### src/rtl/dual_issue_queue.sv
`default_nettype none
// +----------------------------------------------------------------------------+
// | Module   : dual_issue_queue                                                |
// | Purpose  : Circular instruction queue between the dual decoder and the     |
// |            dispatch stage. Accepts 0-2 entries per cycle in program order, |
// |            presents the two oldest entries and retires 0-2 per cycle.      |
// | Ports    : clk, rst (async, active-low)                                    |
// |            flush      - synchronous clear, overrides push and pop          |
// |            pause      - blocks retirement only                             |
// |            push_valid/push_data/push_ready - decode side, lane0 older      |
// |            issue_en   - dispatch grant (01: head, 11: head+1, 10: none)    |
// |            out_valid/out_data - head (lane0) and head+1 (lane1)            |
// |            count      - current occupancy                                  |
// | Options  : DIQ_PERF_CNT_EN adds perf_full_cycles / perf_single_issue       |
// | Revision : 1.0 - initial release                                           |
// +----------------------------------------------------------------------------+
module dual_issue_queue #(
   parameter int DEPTH   = 8,
   parameter int ENTRY_W = 128
) (
   input  logic                   clk,
   input  logic                   rst,
   input  logic                   flush,
   input  logic                   pause,
   input  logic [1:0]             push_valid,
   input  logic [2*ENTRY_W-1:0]   push_data,
   output logic                   push_ready,
   input  logic [1:0]             issue_en,
   output logic [1:0]             out_valid,
   output logic [2*ENTRY_W-1:0]   out_data,
   output logic [$clog2(DEPTH):0] count
`ifdef DIQ_PERF_CNT_EN
   ,
   output logic [31:0]            perf_full_cycles,
   output logic [31:0]            perf_single_issue
`endif
);

   localparam int PW = $clog2(DEPTH);
   localparam int CW = PW + 1;
   // Accept a push only while at least two slots are free, judged before this
   // cycle's pop so the ready path never depends on the dispatch grant.
   localparam logic [CW-1:0] c_push_lim = CW'(DEPTH - 2);

   logic [ENTRY_W-1:0] r_mem [DEPTH];
   logic [PW-1:0]      r_head;
   logic [PW-1:0]      r_tail;
   logic [CW-1:0]      r_cnt;

   logic               w_push_ready;
   logic [1:0]         w_n_push;
   logic [1:0]         w_req;
   logic [1:0]         w_n_pop;
   logic [PW-1:0]      w_tail1;
   logic [ENTRY_W-1:0] w_wdata0;
   logic [ENTRY_W-1:0] w_wdata1;

   assign w_push_ready = (r_cnt <= c_push_lim);
   assign w_n_push     = w_push_ready ? ({1'b0, push_valid[0]} + {1'b0, push_valid[1]}) : 2'd0;

   // 2'b10 is not a legal grant and retires nothing.
   assign w_req = (issue_en == 2'b11) ? 2'd2 : (issue_en[0] ? 2'd1 : 2'd0);

   always_comb begin
      w_n_pop = 2'd0;
      if (!pause) begin
         if (r_cnt < CW'(w_req)) begin
            w_n_pop = r_cnt[1:0];
         end else begin
            w_n_pop = w_req;
         end
      end
   end

   // Compact valid lanes: a lone lane1 entry lands at the tail slot.
   assign w_tail1  = r_tail + PW'(1);
   assign w_wdata0 = push_valid[0] ? push_data[0 +: ENTRY_W] : push_data[ENTRY_W +: ENTRY_W];
   assign w_wdata1 = push_data[ENTRY_W +: ENTRY_W];

   always_ff @(posedge clk or negedge rst) begin
      if (!rst) begin
         r_head <= '0;
         r_tail <= '0;
         r_cnt  <= '0;
      end else if (flush) begin
         r_head <= '0;
         r_tail <= '0;
         r_cnt  <= '0;
      end else begin
         r_head <= r_head + PW'(w_n_pop);
         r_tail <= r_tail + PW'(w_n_push);
         r_cnt  <= r_cnt - CW'(w_n_pop) + CW'(w_n_push);
      end
   end

   // Storage carries no reset; occupancy alone qualifies its contents.
   always_ff @(posedge clk) begin
      if (!flush) begin
         if (w_n_push != 2'd0) begin
            r_mem[r_tail] <= w_wdata0;
         end
         if (w_n_push == 2'd2) begin
            r_mem[w_tail1] <= w_wdata1;
         end
      end
   end

   generate
      for (genvar gi = 0; gi < 2; gi++) begin : g_rd
         assign out_data[gi*ENTRY_W +: ENTRY_W] = r_mem[r_head + PW'(gi)];
      end
   endgenerate

   assign out_valid  = {(r_cnt >= CW'(2)), (r_cnt != '0)};
   assign push_ready = w_push_ready;
   assign count      = r_cnt;

`ifdef DIQ_PERF_CNT_EN
   logic [31:0] r_perf_full;
   logic [31:0] r_perf_single;

   always_ff @(posedge clk or negedge rst) begin
      if (!rst) begin
         r_perf_full   <= '0;
         r_perf_single <= '0;
      end else begin
         if ((push_valid != 2'b00) && !w_push_ready && (r_perf_full != 32'hFFFF_FFFF)) begin
            r_perf_full <= r_perf_full + 32'd1;
         end
         // A flush cancels the pop, so it does not count as a single issue.
         if (!flush && (w_n_pop == 2'd1) && (r_cnt >= CW'(2)) &&
             (r_perf_single != 32'hFFFF_FFFF)) begin
            r_perf_single <= r_perf_single + 32'd1;
         end
      end
   end

   assign perf_full_cycles  = r_perf_full;
   assign perf_single_issue = r_perf_single;
`endif

endmodule
`default_nettype wire

### config.mk
export PLATFORM = sky130hd
export DESIGN_NAME = dual_issue_queue
export DESIGN_NICKNAME = d
export VERILOG_FILES = /design/src/rtl/dual_issue_queue.sv
export SDC_FILE = /design/constraint.sdc
export NUM_CORES = 2
export LEC_CHECK = 0
export ABC_AREA = 1
export BUFFER_PORTS_ARGS = -buffer_cell sky130_fd_sc_hd__buf_2
export CORE_MARGIN = 4
export CORE_UTILIZATION = 55
export CTS_BUF_LIST = sky130_fd_sc_hd__clkbuf_16
export DETAILED_ROUTE_END_ITERATION = 16
export PLACE_DENSITY = 0.75
export SLEW_MARGIN = 20
export SYNTH_ARGS = -nofsm -noshare
export SYNTH_HDL_FRONTEND = slang
export SYNTH_SLANG_ARGS = --single-unit
### constraint.sdc
create_clock -name clk -period 12.5 [get_ports clk]
set_input_delay 2.5 -clock clk [delete_from_list [all_inputs] [get_ports clk]]
set_output_delay 2.5 -clock clk [all_outputs]
set_load 0.02 [all_outputs]
== After elaboration in Yosys (flattened, before gate mapping) ==
Memory sizes are Yosys's and may differ from the RTL's.
Cells that the tools add are included.

* Input bits: 264
* Register bits after elaboration: 10
* Memories kept: 1
* Memory bits (writable): 1024

{| class="wikitable"
|+ Memory list
! memory !! depth !! width !! rd ports !! clocked after memory_dff !! wr ports !! RTL line !! text
|-
| r_mem || 8 || 128 || 2 || 0 || 2 || 45 || <nowiki>logic [ENTRY_W-1:0] r_mem [DEPTH];</nowiki>
|}

* $add $sub $neg: 7
* Equal/unequal tests: 2
* Multiplexer cells: 15
* Magnitude comparators: 3
* Reductions and logical operators: 2

{| class="wikitable"
|+ Operator list
! operator !! number
|-
| 128-bit two-way mux || 1
|-
| 2-bit two-way mux || 4
|-
| 1-bit two-way mux || 7
|-
| 3-bit by 1-bit adder with 3-bit output (second input constant) || 2
|-
| 3-bit by 2-bit adder with 3-bit output || 2
|-
| 3-bit two-way mux || 2
|-
| 4-bit by 2-bit adder with 4-bit output || 1
|-
| 2-bit equality test (second input constant) || 2
|-
| 4-bit by 2-bit >= comparator with 1-bit output (second input constant) || 1
|-
| 4-bit by 3-bit <= comparator with 1-bit output (second input constant) || 1
|-
| 4-bit by 2-bit < comparator with 1-bit output || 1
|-
| 4-bit two-way mux || 1
|-
| 4-bit nonzero test || 1
|-
| 4-bit by 2-bit subtractor with 4-bit output || 1
|-
| 1-bit by 1-bit adder with 2-bit output || 1
|-
| 2-bit nonzero test || 1
|}

== Logic depth before layout (Yosys ltp) ==
* Depth in word-level cells: 8
* Depth in mapped cells: 15

== Least setup slack after synthesis ==
Ideal clock, no wire load.

* Path kind: input to register
* Start: input port push_valid[0]
* End: memory r_mem[5][0], enable pin
* Required time: 12.008 ns
* Setup slack: 5.691 ns
* Arrival time: 6.318 ns
* Stages: 7
* Cells stage by stage: ha_1 > or2_4 > nor2_8 > buf_6 > nand2_2 > clkbuf_1 > nand2_1

{| class="wikitable"
|+ RTL lines
! item !! RTL line !! text
|-
| start, declared || 25 || <nowiki>input logic [1:0] push_valid,</nowiki>
|-
| end, declared || 45 ||
|}

== Worst setup path in the final report ==
* Start: register r_head[2]
* End: output port out_data[234]

* Cells in the longest elaborated chain, start to end: 2

{| class="wikitable"
|+ RTL lines
! item !! RTL line !! text
|-
| start, declared || 46 || <nowiki>logic [PW-1:0] r_head;</nowiki>
|-
| start signal, assigned || 90 || <nowiki>r_head <= r_head + PW'(w_n_pop);</nowiki>
|-
| 3-bit by 1-bit adder with 3-bit output || 110 || <nowiki>assign out_data[gi*ENTRY_W +: ENTRY_W] = r_mem[r_head + PW'(gi)];</nowiki>
|-
| memory read 8 x 128 bit || n/a ||
|-
| end, declared || 30 || <nowiki>output logic [2*ENTRY_W-1:0] out_data,</nowiki>
|}

No other way between the ends.

==> impl_metrics.py <==
metrics = {
    "detailed_routing": {
        "vias": 67900,
        "top_layer": "met5",
        "route.layer.met1.wl_mm": 87.7,
        "final_antenna_net_count": 0,
        "drtPass1Iterations": 9,
        "routed_wl_mm": 254,
        "drtIter0Drc": 11600,
        "drc": 0,
        "viasPerCell": 6.37,
        "wl_per_cell_um": 23.8,
        "wl_met2_mm": 113,
        "route.met3.wl_mm": 38.0,
    },
    "grt": {
        "grt_max_degree": 313,
        "overflow": 0,
        "grtUsageTotal_pct": 37.1,
        "grt_pass1_vias": 62300,
        "antenna_found_initial": 18,
        "grt_first_pass_wirelength_mm": 371,
    },
    "placed_design": {
        "portBuffers": 526,
        "place_area_mm2": 0.0690,
        "pre_cts_ws_ns": 4.16,
        "dp.cells": 10400,
        "hpwl_mm": 125,
        "gp_congestion": 0.849,
    },
    "critical_path": {
        "path_class": "reg -> out",
        "cp.required_ns": 10.00,
        "path_cells": "buf_4 -> xnor2_2 -> inv_6 -> buf_4 -> nand2_1 -> nand2_1 -> buf_2",
        "worst_path_max_delay_cell": "dfrtp_4",
        "max_stage_delay_ns": 1.09,
        "cp.arrival_ns": 5.47,
        "cp_max_fo": 79,
        "cp-end-kind": "output port",
        "crit_path_start_kind": "flip-flop",
    },
    "synthesis": {
        "synthCells": 9094,
        "synth_nets": 9374,
        "yosysTopAreaCell": "edfxtp_1",
        "synth_area_mm2": 0.0677,
        "syn_area_per_cell_um2": 7.45,
        "synth_top_cell_area_share_pct": 45.4,
        "synth_cell_types": 26,
        "yosysWarnings": 0,
        "synth_seq_cells": 1034,
        "synth.area.top_cells": "edfxtp_1 (45%), nand2_1 (20%), nand3_1 (7.7%)",
        "yosysSeqAreaShare_pct": 45.8,
    },
    "cells_and_area": {
        "design_area_mm2": 0.0726,
        "drive_gt1_share_pct": 10.2,
        "nNetsFinal": 9209,
        "final_util_pct": 59.5,
        "finalNonFillerCells": 10700,
        "syn2layout_area_growth_pct": 7.27,
    },
    "timing": {
        "period_needed_ns": 7.97,
        "period_share_pct": 63.7,
        "postLayoutSetupSlackWorst_ns": 4.53,
        "relSlewSlack_pct": 15.4,
        "setup_tns_ns": 0,
        "skew_ns": 0.0191,
        "hold_slack_ns": 0.742,
        "hold_violations": 0,
        "tightest_slew_ns": 1.27,
        "setup_violations": 0,
        "rsz0062_at_grt": "no",
        "fmax_ghz": 0.126,
        "maxSlewViolCount": 0,
    },
    "run": {
        "maxCapViolCount": 0,
    },
    "power_and_ir_drop": {
        "clock_power_share_pct": 21.0,
        "swShare_pct": 48.8,
        "power_leakage_nw": 32.3,
        "total_power_mw": 15.6,
        "vdd_drop_max_mv": 0.326,
        "internal-power_mw": 8.01,
        "comb_power_share_pct": 51.5,
        "power_switching_mw": 7.63,
        "power.density_mw_per_mm2": 215,
        "p_seq_share_pct": 27.4,
    },
    "floorplan": {
        "fp.coreArea_mm2": 0.122,
        "die_h_um": 359,
        "die-area_mm2": 0.129,
        "die_w_um": 359,
        "pin_count": 527,
        "initial_core_util_pct": 55.5,
        "row_count": 128,
    },
    "cts": {
        "cts_root_buf": "clkbuf_16",
        "clock_path_buffers": 3,
        "cts_sinks": 1034,
        "worstSkewPairLatency_ns": 0.72,
        "tritoncts": "yes",
        "post_cts_buffers": 0,
        "cts_max_level": 3,
        "clkTransAtPathRegs_ns": 0.06,
        "cts.repair.resized": 0,
        "postCtsHoldBufs": 0,
        "cts_inserted_buffers": 112,
    },
    "min_path": {
        "min_path_type": "reg -> reg",
    },
    "outcome": {
        "outcome": "completed",
    },
}
-- logic make-up after synthesis --
kind of cell,synth area share [%]
DFF,45.8
and+or+nand+nor,28.0
AOI/OAI and AO/OA,14.2
adders and majority gates,0.340
buffers and inverters,9.47
muxes,2.13
xor gates and xnor gates,0.0388
-- power groups by stage --
stage	combinational [mW]	clock (mW)	sequential (mW)
after detailed placement	7.78	0	4.35
after global placement	7.62	0	4.34
final	8.06	3.28	4.29
after floorplan	5.16	0	4.30
after CTS	7.81	3.27	4.28
after global routing	8.59	3.41	4.30
-- layer usage --
metal | vias to the layer above | GRT usage (%)
li1 | 30100 | -
met1 | 31100 | 48.1
met2 | 5669 | 57.9
met3 | 1058 | 7.85
met4 | 14 | 20.8
met5 | - | 0
-- sequential cells by signal, indices dropped and copies added (netlist names) --
signal  flops
r_mem    1024
r_head      3
count       4
r_tail      3
-- worst max-delay path, delay by kind of cell, from the launching register on --
family / cells / cell delay [ns]
buffers and inverters: 4 / 2.86
DFF: 1 / 1.09
and+or+nand+nor: 2 / 0.41
xor gates and xnor gates: 1 / 0.26
-- cell usage after synthesis (all sizes together) --
cell type  number
dfrtp          10
mux2          128
fa              4
nand3        1045
o211ai        256
a21boi          1
a21oi         771
ha             12
buf           434
o21ai         770
nor3            8
inv           543
clkbuf        446
edfxtp       1024
clkinv          1
or2             1
nor2           21
xnor2           3
nand2        3616
-- cell usage in the layout, fill, tap and decap left out, drive strengths merged --
cell type | Yosys | final
dfrtp | 10 | 10
nor3 | 8 | 8
nor2 | 21 | 21
diode | 0 | 12
o21ai | 770 | 770
o211ai | 256 | 256
xnor2 | 3 | 3
a21oi | 771 | 771
clkbuf | 446 | 113
bufinv | 0 | 9
mux2 | 128 | 128
buf | 434 | 601
fa | 4 | 4
clkinv | 1 | 68
clkinvlp | 0 | 3
nand3 | 1045 | 1045
inv | 543 | 559
edfxtp | 1024 | 1024
a21boi | 1 | 1
or2 | 1 | 1
ha | 12 | 12
nand2 | 3616 | 3616
-- worst paths after layout --
check                                     from                      to  slack, ns  cells after the start
min in group asynchronous                  rst     r_head[0]$_DFF_PN0_       1.64                      1
max in group asynchronous                  rst     r_head[1]$_DFF_PN0_      10.64                      1
max                        r_head[2]$_DFF_PN0_           out_data[234]       4.53                      7
min reg2reg                 count[0]$_DFF_PN0_      count[0]$_DFF_PN0_       0.74                      3
max reg2reg                 count[3]$_DFF_PN0_  r_mem[6][73]$_DFFE_PP_       6.52                     10
min                         count[0]$_DFF_PN0_      count[0]$_DFF_PN0_       0.74                      3
-- layout make-up --
class                   count  area (um^2)
inverters                 544         2070
clock inverters            95          698
repair buffers            601         3440
fillers                 10600        49400
multi-input cells        6636        30500
clock buffers             113         2830
flip-flops and latches   1034        31000
diodes                     12         30.0
well taps                1625         2030
No activity file was read; power rests on OpenSTA's default activity.
